### config.mk
export PLATFORM = sky130hd
export DESIGN_NAME = dpy_scan_multi
export DESIGN_NICKNAME = d
export VERILOG_FILES = /design/src/rtl/dpy_pkg.sv /design/src/rtl/bin2bcd_seq.sv /design/src/rtl/dpy_scan_multi.sv
export SDC_FILE = /design/constraint.sdc
export NUM_CORES = 1
export LEC_CHECK = 0
export ABC_AREA = 1
export BUFFER_PORTS_ARGS = -buffer_cell sky130_fd_sc_hd__buf_2
export CORE_MARGIN = 8
export CORE_UTILIZATION = 32
export CTS_CLUSTER_DIAMETER = 80
export DETAILED_ROUTE_END_ITERATION = 7
export SLEW_MARGIN = 10
export SYNTH_ARGS = -nofsm -noshare
export SYNTH_HDL_FRONTEND = slang
export SYNTH_SLANG_ARGS = --single-unit
### constraint.sdc
create_clock -name clk -period 2.31 [get_ports clk]
set_input_delay 0.3465 -clock clk [delete_from_list [all_inputs] [get_ports clk]]
set_output_delay 0.3465 -clock clk [all_outputs]
set_load 0.01 [all_outputs]
### src/rtl/dpy_pkg.sv
`default_nettype none
// ============================================================================
// Module  : dpy_pkg
// Brief   : Shared types, constants and the seven-segment font for the
//           multiplexed display scanner.
// Revision: 1.0 - initial release
// ============================================================================
package dpy_pkg;

  // Control FSM of the scanner: capture, optional BCD conversion, commit.
  typedef enum logic [1:0] {
    ST_IDLE   = 2'd0,
    ST_CONV   = 2'd1,
    ST_COMMIT = 2'd2
  } state_e;

  // Double-dabble correction: digits at or above 5 get 3 added before the shift.
  localparam logic [3:0] BCD_ADJ_MIN = 4'd5;
  localparam logic [3:0] BCD_ADD3    = 4'd3;

  // Nibble to {g,f,e,d,c,b,a}, 1 = lit.
  function automatic logic [6:0] seg_font(input logic [3:0] nib);
    logic [6:0] f;
    case (nib)
      4'h0: f = 7'h3F;
      4'h1: f = 7'h06;
      4'h2: f = 7'h5B;
      4'h3: f = 7'h4F;
      4'h4: f = 7'h66;
      4'h5: f = 7'h6D;
      4'h6: f = 7'h7D;
      4'h7: f = 7'h07;
      4'h8: f = 7'h7F;
      4'h9: f = 7'h6F;
      4'hA: f = 7'h77;
      4'hB: f = 7'h7C;
      4'hC: f = 7'h39;
      4'hD: f = 7'h5E;
      4'hE: f = 7'h79;
      default: f = 7'h71;
    endcase
    return f;
  endfunction

endpackage
`default_nettype wire

### src/rtl/bin2bcd_seq.sv
`default_nettype none
// ============================================================================
// Module  : bin2bcd_seq
// Brief   : Sequential double-dabble converter, one input bit per cycle, MSB
//           first. Keeps the low N_DIGITS BCD digits and flags any carry out
//           of the top digit as a sticky overflow.
// Revision: 1.0 - initial release
// ============================================================================
module bin2bcd_seq
  import dpy_pkg::*;
#(
  parameter int DATA_W   = 32,
  parameter int N_DIGITS = 8
) (
  input  logic                    clk,
  input  logic                    reset_n,
  input  logic                    start,
  input  logic [DATA_W-1:0]       bin,
  output logic                    done,
  output logic [4*N_DIGITS-1:0]   bcd,
  output logic                    ovf
);

  localparam int CNT_W = $clog2(DATA_W + 1);
  localparam int BCD_W = 4 * N_DIGITS;

  logic [DATA_W-1:0] sh;
  logic [CNT_W-1:0]  cnt;
  logic [BCD_W-1:0]  adj;

  // Add-3 correction on every digit that would overflow past 9 when doubled.
  always_comb begin
    adj = bcd;
    for (int i = 0; i < N_DIGITS; i++) begin
      if (bcd[4*i +: 4] >= BCD_ADJ_MIN) begin
        adj[4*i +: 4] = bcd[4*i +: 4] + BCD_ADD3;
      end
    end
  end

  // Load on start, then shift one bit per cycle; the bit leaving the top
  // digit is a carry worth 10^N_DIGITS and is only remembered as overflow.
  always_ff @(posedge clk or negedge reset_n) begin
    if (!reset_n) begin
      sh  <= '0;
      cnt <= '0;
      bcd <= '0;
      ovf <= 1'b0;
    end else if (start) begin
      sh  <= bin;
      cnt <= CNT_W'(DATA_W);
      bcd <= '0;
      ovf <= 1'b0;
    end else if (cnt != '0) begin
      bcd <= {adj[BCD_W-2:0], sh[DATA_W-1]};
      ovf <= ovf | adj[BCD_W-1];
      sh  <= sh << 1;
      cnt <= cnt - 1'b1;
    end
  end

  // High during the cycle whose closing edge shifts in the last bit.
  assign done = (cnt == CNT_W'(1));

endmodule
`default_nettype wire

### src/rtl/dpy_scan_multi.sv
`default_nettype none
// ============================================================================
// Module  : dpy_scan_multi
// Brief   : Multiplexed N-digit seven-segment driver with hex/decimal
//           rendering, leading-zero blanking, per-digit decimal points, PWM
//           brightness and a load/busy handshake with atomic commit.
// Revision: 1.0 - initial release
// ============================================================================
module dpy_scan_multi
  import dpy_pkg::*;
#(
  parameter int N_DIGITS = 8,
  parameter int DATA_W   = 32,
  parameter int SCAN_DIV = 16500,
  parameter int PWM_BITS = 3
) (
  input  logic                clk,
  input  logic                reset_n,
  input  logic [DATA_W-1:0]   number_in,
  input  logic [N_DIGITS-1:0] dp_in,
  input  logic                mode_dec,
  input  logic                blank_lz,
  input  logic [PWM_BITS-1:0] brightness,
  input  logic                load,
  output logic                busy,
  output logic                ovf,
  output logic [7:0]          digit,
  output logic [N_DIGITS-1:0] segment
);

  localparam int NIB_W = 4 * N_DIGITS;
  localparam int IDX_W = (N_DIGITS > 1) ? $clog2(N_DIGITS) : 1;
  localparam int SC_W  = $clog2(SCAN_DIV);

  state_e              state;
  logic                commit_pend;
  logic [NIB_W-1:0]    sh_hex;
  logic [N_DIGITS-1:0] sh_dp;
  logic                sh_blank;
  logic                sh_dec;

  logic [NIB_W-1:0]    disp_nib;
  logic [N_DIGITS-1:0] disp_dp;
  logic                disp_blank;

  logic [SC_W-1:0]     scan_cnt;
  logic [IDX_W-1:0]    idx;
  logic [PWM_BITS-1:0] pwm_cnt;

  logic [NIB_W-1:0]    hex_val;
  logic                accept;
  logic                bcd_start;
  logic                bcd_done;
  logic [NIB_W-1:0]    bcd_val;
  logic                bcd_ovf;

  logic [N_DIGITS-1:0] blank_mask;
  logic [N_DIGITS-1:0] sel;
  logic [3:0]          cur_nib;
  logic                cur_dp;
  logic                cur_blank;
  logic                pwm_en;

  // Fit the input to the hex digit field: drop nibbles beyond N_DIGITS or
  // zero-extend a narrow input.
  generate
    if (DATA_W >= NIB_W) begin : g_hex_trunc
      assign hex_val = number_in[NIB_W-1:0];
    end else begin : g_hex_ext
      assign hex_val = {{(NIB_W - DATA_W){1'b0}}, number_in};
    end
  endgenerate

  assign accept    = (state == ST_IDLE) && load && !busy;
  assign bcd_start = accept && mode_dec;

  bin2bcd_seq #(
    .DATA_W   (DATA_W),
    .N_DIGITS (N_DIGITS)
  ) u_bin2bcd (
    .clk     (clk),
    .reset_n (reset_n),
    .start   (bcd_start),
    .bin     (number_in),
    .done    (bcd_done),
    .bcd     (bcd_val),
    .ovf     (bcd_ovf)
  );

  // Capture/convert/commit sequencing; busy drops one edge after the commit
  // so the new display is already on the pins when the host sees idle.
  always_ff @(posedge clk or negedge reset_n) begin
    if (!reset_n) begin
      state       <= ST_IDLE;
      busy        <= 1'b0;
      commit_pend <= 1'b0;
      sh_hex      <= '0;
      sh_dp       <= '0;
      sh_blank    <= 1'b0;
      sh_dec      <= 1'b0;
      disp_nib    <= '0;
      disp_dp     <= '0;
      disp_blank  <= 1'b0;
      ovf         <= 1'b0;
    end else begin
      commit_pend <= 1'b0;
      if (commit_pend) begin
        busy <= 1'b0;
      end
      case (state)
        ST_IDLE: begin
          if (accept) begin
            sh_hex   <= hex_val;
            sh_dp    <= dp_in;
            sh_blank <= blank_lz;
            sh_dec   <= mode_dec;
            busy     <= 1'b1;
            state    <= mode_dec ? ST_CONV : ST_COMMIT;
          end
        end
        ST_CONV: begin
          if (bcd_done) begin
            state <= ST_COMMIT;
          end
        end
        ST_COMMIT: begin
          disp_nib    <= sh_dec ? bcd_val : sh_hex;
          disp_dp     <= sh_dp;
          disp_blank  <= sh_blank;
          ovf         <= sh_dec & bcd_ovf;
          commit_pend <= 1'b1;
          state       <= ST_IDLE;
        end
        default: begin
          state <= ST_IDLE;
        end
      endcase
    end
  end

  // Digit dwell counter, digit index and free-running PWM phase.
  always_ff @(posedge clk or negedge reset_n) begin
    if (!reset_n) begin
      scan_cnt <= '0;
      idx      <= '0;
      pwm_cnt  <= '0;
    end else begin
      pwm_cnt <= pwm_cnt + 1'b1;
      if (scan_cnt == SC_W'(SCAN_DIV - 1)) begin
        scan_cnt <= '0;
        idx      <= (idx == IDX_W'(N_DIGITS - 1)) ? '0 : idx + 1'b1;
      end else begin
        scan_cnt <= scan_cnt + 1'b1;
      end
    end
  end

  // Leading-zero mask: everything above the highest non-zero digit; digit 0
  // is never above anything, so it always shows.
  always_comb begin
    int hi;
    hi = 0;
    for (int i = 0; i < N_DIGITS; i++) begin
      if (disp_nib[4*i +: 4] != 4'd0) begin
        hi = i;
      end
    end
    for (int i = 0; i < N_DIGITS; i++) begin
      blank_mask[i] = disp_blank && (i > hi);
    end
  end

  // Select the currently scanned digit's nibble, dp and blank state.
  always_comb begin
    cur_nib   = 4'd0;
    cur_dp    = 1'b0;
    cur_blank = 1'b0;
    sel       = '0;
    for (int i = 0; i < N_DIGITS; i++) begin
      if (idx == IDX_W'(i)) begin
        cur_nib   = disp_nib[4*i +: 4];
        cur_dp    = disp_dp[i];
        cur_blank = blank_mask[i];
        sel[i]    = 1'b1;
      end
    end
  end

  assign pwm_en = (pwm_cnt < brightness) || (&brightness);

  // Registered pin drivers; everything dark during the PWM off phase.
  always_ff @(posedge clk or negedge reset_n) begin
    if (!reset_n) begin
      digit   <= 8'd0;
      segment <= '0;
    end else if (pwm_en) begin
      digit   <= {cur_dp, cur_blank ? 7'd0 : seg_font(cur_nib)};
      segment <= sel;
    end else begin
      digit   <= 8'd0;
      segment <= '0;
    end
  end

endmodule
`default_nettype wire

==> results.md, run 1 <==
- Clk sink count: approximately 200
- Most frequent cell after synthesis: nand2_1
- Netlist cell types: 40
- Inserted Clock Buffers: 17
- Synth Area per Inst: ~8.4 sq um
- Post-synthesis register bit count: approximately 200
- Placement Cell Area: 10400 sq um
- DP Wirelength: between 15 and 20 mm
- Top cells by count, synth: nand2_1, dfrtp_1, inv_1
- Vias/cell: around 4.8
- Final Cell Area: approximately 11000 sq um
- Actual slew at the worst max-slew pin: 0.659 ns
- DRC Markers: 0
- Crit-path max cell delay: between 0.4 and 0.5 ns
- Die Wd: between 150 and 200 microns
- GR Util All Layers: between 10% and 20%
- Max Clock Skew: 0.0126 ns
- Main area contributors after synthesis: dfrtp_1, nand2_1, o21ai_0
- Synthesized instance count: approximately 1100
- Share of cells above drive strength 1: around 15%
- Post-synth top area cell: dfrtp_1
- Initial antenna violation count: 0
- Routed Antenna Nets: 0
- Worst slew margin: between 50% and 60%
- Syn Nets: about 1200
- Synth top area share: about 51%
- Vias: between 7000 and 8000
- # diodes: 0
- Status: finished, final reports clean
- Tmin final: 2.16 ns
- Root Buffer: clkbuf_16
- Total wire length: between 20 and 25 mm
- Hold WC Path Type: in -> reg
- Die Area: 35700 sq um
- TritonCTS clock tree: built
- CORE AREA: just under 30000 sq um
- First-pass GRT wire length: 40.4 mm
- Number of synthesized flops with an enable pin: 0
- WL/cell: between 10 and 15 microns
- Async S/R FF share, synth: 100%
- # nets final: ~1300
- Initial Utilization: around 32%
- Register area share after synthesis: 51.2%
- PwrDens: about 1200 nW/um^2
- Port-buffer cells: 65
- Clk buf depth: 2
- Slowest CP cell: dfrtp_1
- Crit path arrival time: ~2.5 ns
- Dominant synthesized flop cell: dfrtp_1
- Pre-CTS setup slack: -0.0261 ns
- H-tree levels: 4
- Die height: between 150 and 200 microns
- CP Capture Type: flip-flop
- DRT Pass-1 Iters: 6
- Cell chain of the critical path: ha_2, ha_2, inv_2, o21ai_1, a21oi_2, nand2_1, nand2_2, ha_2, inv_1, nand3_1, nand3_1, nand3_1, nor2_1
- Final worst-path cycle share: between 90% and 100%
- Slew Viols, Final: 0
- Cell area after synthesis: about 9600 sq um
- Gpl congestion: 0.916
- Setup crit start: idx[1]
- Clock slew at reported path FFs: 0.08 ns
- Yosys warns: 0
- Final WS setup: about 0.15 ns
- Worst Path Max Fanout: 8
- Maxcap violations: 0
- I/O pin cnt: between 60 and 70
- R2R Path Start: idx[1]
- Hold_sp: dp_in[1]
- Setup Crit Path Kind: reg -> reg
- Number of buffer and inverter stages on the critical path: 2
- Setup TNS: 0 ns
- Final hold viol count: 0
- DR iter-0 viols: between 500 and 600
- Filler cell count: about 3000
- Total gr overflow: 0
- Worst-Skew Late Latency: 0.44 ns
- Pleak: roughly 0.0056 uW
- Area Growth Syn to Fin: 17.2%
- Req. time, crit path: between 2 and 3 ns
- Vias in the first global route: between 7000 and 8000
- Peak VDD IR: slightly below 0.6 mV
- Max Fclk: approximately 0.46 GHz
- CP startpoint kind: flip-flop
- Top delay family on crit path: adder cells
- Final setup viols: 0
- # rows: between 60 and 70
- Largest net degree at the start of global routing: slightly above 70
==> cells by family (layout without fill, tap and decap cells) <==
family	after synthesis	count (layout)	synth area share, %
compound gates	257	257	15.8
xor+xnor	14	14	1.28
fa+ha+maj	33	33	4.31
buf+inv	214	296	8.68
flops	196	196	51.2
simple gates	430	430	18.7
==> path summary, 6_finish.rpt <==
check,end,slack [ns],cells after the start
min in group asynchronous,disp_nib[14],0.47,2
worst min register to register,busy,0.42,1
worst min-delay path,sh_dp[1],0.09,3
worst max-delay path,digit[0],0.15,13
worst max register to register,digit[0],0.15,13
max in group asynchronous,u_bin2bcd.bcd[4],1.17,3
==> cells in the final DEF, fill, tap and decap left out, types with 3 or more instances in the layout <==
cell,instances
ha_2,4
o221ai_1,23
ha_1,25
inv_6,3
nand2_1,235
inv_2,16
nor4_1,6
o32ai_1,7
o21ai_1,6
nand3b_1,3
nand4_1,6
xor2_1,13
a21oi_1,36
buf_2,64
clkbuf_8,3
inv_1,154
buf_12,3
inv_8,3
o22ai_1,32
ha_4,4
nor2_1,94
dfrtp_1,196
nand2_2,11
o211ai_1,8
or2_2,3
bufinv_16,3
clkbuf_16,17
nand3_1,55
buf_4,24
o21ai_0,133
nor2_2,9
==> through the flow <==
step	hold WS (ns)	instances	power, uW	util (%)
floorplan	0.0509	1144	9070	-
global placement	0.385	1581	10500	35.3
detailed placement	0.385	1581	10600	35.3
CTS	0.0742	1612	13800	37.5
global route	0.0851	1616	15000	38.0
finish	0.0934	1616	13800	38.0
==> what timing repair did <==
item | CTS | global route
setup endpoints to repair | 5 | 7
buffers inserted | 0 | 4
hold buffers | 1 | 0
resized for setup | 2 | 28
pin swaps | 0 | 3
endpoints found under the hold margin | 55 | 0
==> state kept, by name (all words and copies together), names as in the netlist <==
signal and flops:
commit_pend 1, segment 8, state 2, sh_blank 1
sh_dec 1, disp_blank 1, u_bin2bcd.ovf 1, u_bin2bcd.bcd 32
disp_dp 8, idx 3, busy 1, digit 8
pwm_cnt 3, disp_nib 32, u_bin2bcd.cnt 6, sh_dp 8
u_bin2bcd.sh 32, sh_hex 32, ovf 1, scan_cnt 15
==> power by group <==
part           total (uW)  switching [uW]  internal, uW
clock                3160            1380          1780
combinational        5000            3170          1820
sequential           5630             841          4790
total               13800            5390          8400
==> metal layers <==
layer	part of all wire (%)	up-vias	global-route usage, %
met1	50	3663	20.1
li1	-	3883	-
met3	4.5	19	3.16
met5	0	-	0
met4	1.1	0	3.28
met2	44	173	20.5
==> tightest hold or removal path, cell delays in order <==
cell and delay [ns]:
buf_2 0.07, nand2_1 0.04, nand2_1 0.04
==> cell type report <==
class / count / area (sq um) / area share (%)
tap: 390 / 488 / 4.35
clock inverter: 11 / 165 / 1.47
multi-input combinational: 734 / 3970 / 35.4
timing repair buffer: 93 / 584 / 5.21
inverter: 173 / 652 / 5.81
clock buffer: 19 / 453 / 4.04
sequential: 196 / 4900 / 43.7
No activity file was read; power rests on OpenSTA's default activity.
==> inputs of run 2 (changes only) <==
--- a/config.mk
+++ b/config.mk
@@ -11,6 +11,7 @@
 export CORE_UTILIZATION = 32
 export CTS_CLUSTER_DIAMETER = 80
 export DETAILED_ROUTE_END_ITERATION = 7
+export RECOVER_POWER = 100
 export SLEW_MARGIN = 10
 export SYNTH_ARGS = -nofsm -noshare
 export SYNTH_HDL_FRONTEND = slang
==> run 2 against run 1 <==
Effect of this change:
- the flow now finishes with violations (capacitance limit, slew limit)
- clock power about the same
- first-iteration DRC count shrank 0.18%
- worst setup slack got worse by 0.0034 ns
- critical endpoint is now digit[2]
==> results.md, run 2 (synthesized netlist as in run 1, its figures left out) <==
- Hold slack: a little over 0.09 ns
- Final worst-path cycle share: between 90 and 100%
- DRT Pass-1 Iters: 5
- Gpl congestion: between 0.9 and 1
- PwrDens: around 1200 nW/um^2
- CORE AREA: 29600 sq um
- DP Wirelength: around 17 mm
- Port-buffer cells: 65
- Vias/cell: approximately 4.8
- FF+latch area: 4900 sq um
- Die Wd: approximately 190 microns
- Cell chain of the critical path: buf_4, ha_4, nand2_2, nor2_2, a221oi_4, nand2_1, nand2_2, buf_4, ha_1, nand3_1, o21ai_0, nor2_1
- Crit-path max cell delay: ~0.41 ns
- Multi-input logic area: slightly below 4000 sq um
- Worst Path Max Fanout: 6
- Largest net degree at the start of global routing: 71
- Crit path arrival time: between 2 and 2.5 ns
- I/O pin cnt: 66
- Peak VDD IR: slightly below 0.6 mV
- Initial Utilization: 32.4%
- H-tree levels: 4
- Max Clock Skew: approximately 0.012 ns
- Clock slew at reported path FFs: around 0.07 ns
- Worst reg-to-reg setup slack: approximately 0.14 ns
- Root Buffer: clkbuf_16
- Req. time, crit path: about 2.6 ns
- Actual slew at the worst max-slew pin: between 1.5 and 2 ns
- CP startpoint kind: flip-flop
- Worst slew margin: -7.73%
- Commonest non-fill, non-tap cell in the layout: nand2_1
- WL/cell: approximately 15 microns
- Commonest non-fill, non-tap cells in the layout: nand2_1, dfrtp_1, inv_1, o21ai_0, nor2_1
- Worst-Skew Late Latency: ~0.44 ns
- Hold WC Path Type: in -> reg
- DR iter-0 viols: about 540
- Layout Cells excl Fill: between 1500 and 2000
- Final setup viols: 0
- Maxcap violations: 1
- Inserted Clock Buffers: 17
- Die height: roughly 190 microns
- Total gr overflow: 0
- Max Fclk: around 0.46 GHz
- # diodes: 0
- Pre-CTS setup slack: -0.0261 ns
- Final hold viol count: 0
- First-pass GRT wire length: 40.4 mm
- DRC Markers: 0
- Die Area: around 36000 sq um
- Status: finished with violations
- GR Util All Layers: between 10% and 20%
- Clk buf depth: 2
- Total wire length: 24.2 mm
- Share of cells above drive strength 1: about an eighth
- TritonCTS clock tree: built
- Tmin final: 2.17 ns
- CP Capture Type: flip-flop
- Clk sink count: approximately 200
- Routed Antenna Nets: 0
- Final WS setup: approximately 0.14 ns
- Slowest CP cell: dfrtp_1
- # nets final: around 1300
- Area Growth Syn to Fin: 16.5%
- # rows: 63
- Slew Viols, Final: 59
- Cells after DPL: approximately 1600
- Setup Crit Path Kind: reg -> reg
- Core Util, Final: a little under two fifths
- Vias in the first global route: a little under 8000
- Vias: 7769
- Violated checks: capacitance limit, slew limit
- Pleak: ~0.0055 uW
- Initial antenna violation count: 0
- Filler cell count: approximately 3100
-- run 2: routing by layer --
metal / GRT usage (%) / wire, microns / up-vias
li1: - / - / 3879
met1: 20.1 / 12300 / 3683
met2: 20.5 / 10600 / 186
met3: 3.16 / 1110 / 21
met4: 3.28 / 276 / 0
met5: 0 / 0 / -
-- run 2: path summary, 6_finish.rpt --
path | cells after the start | endpoint | startpoint
max in group asynchronous | 3 | sh_hex[29] | reset_n
min in group asynchronous | 2 | u_bin2bcd.bcd[27] | reset_n
worst max-delay path | 12 | digit[2] | idx[0]
worst min-delay path | 3 | sh_dp[1] | dp_in[1]
worst min register to register | 1 | busy | commit_pend
worst max register to register | 12 | digit[2] | idx[0]
-- run 2: what timing repair did --
action / in CTS / in global routing
setup buffers: 0 / 4
resized for setup: 2 / 28
endpoints found under the hold margin: 55 / 0
gates cloned: 0 / 0
hold buffers: 1 / 0
pin swaps: 0 / 3
setup endpoints to repair: 5 / 7
-- run 2: report_power, final --
part | switching, uW | internal (uW) | leakage (uW) | total [uW]
logic | 3170 | 1790 | 0.00274 | 4960
registers | 842 | 4790 | 0.00246 | 5630
clock network | 1380 | 1780 | 0.000298 | 3160
total | 5390 | 8360 | 0.00550 | 13800
-- run 2: stage by stage --
stage	setup TNS [ns]	cell area, sq um	power (uW)
floorplan	0	9570	9070
global placement	0	10400	10500
detailed placement	-0.0537	10400	10600
CTS	0	11100	13800
global route	-0.0270	11100	14900
finish	0	11100	13800
-- run 2: final cells by class --
cell class                      instances  share of cell area (%)
Clock buffer                           19                    4.06
Clock inverter                         11                    1.48
Inverter                              173                    5.85
Multi-Input combinational cell        734                    35.5
Sequential cell                       196                    44.0
Tap cell                              390                    4.38
Timing Repair Buffer                   93                    4.78
-- run 2: critical path: cells and delay by family (launching register included) --
| kind | cells | cell delay (ns) |
|---|---|---|
| AO/OA/AOI/OAI | 2 | 0.48 |
| adder cells (fa/ha/maj) | 2 | 0.30 |
| flip-flops | 1 | 0.41 |
| AND/OR/NAND/NOR | 6 | 0.58 |
| buffers and inverters | 2 | 0.27 |
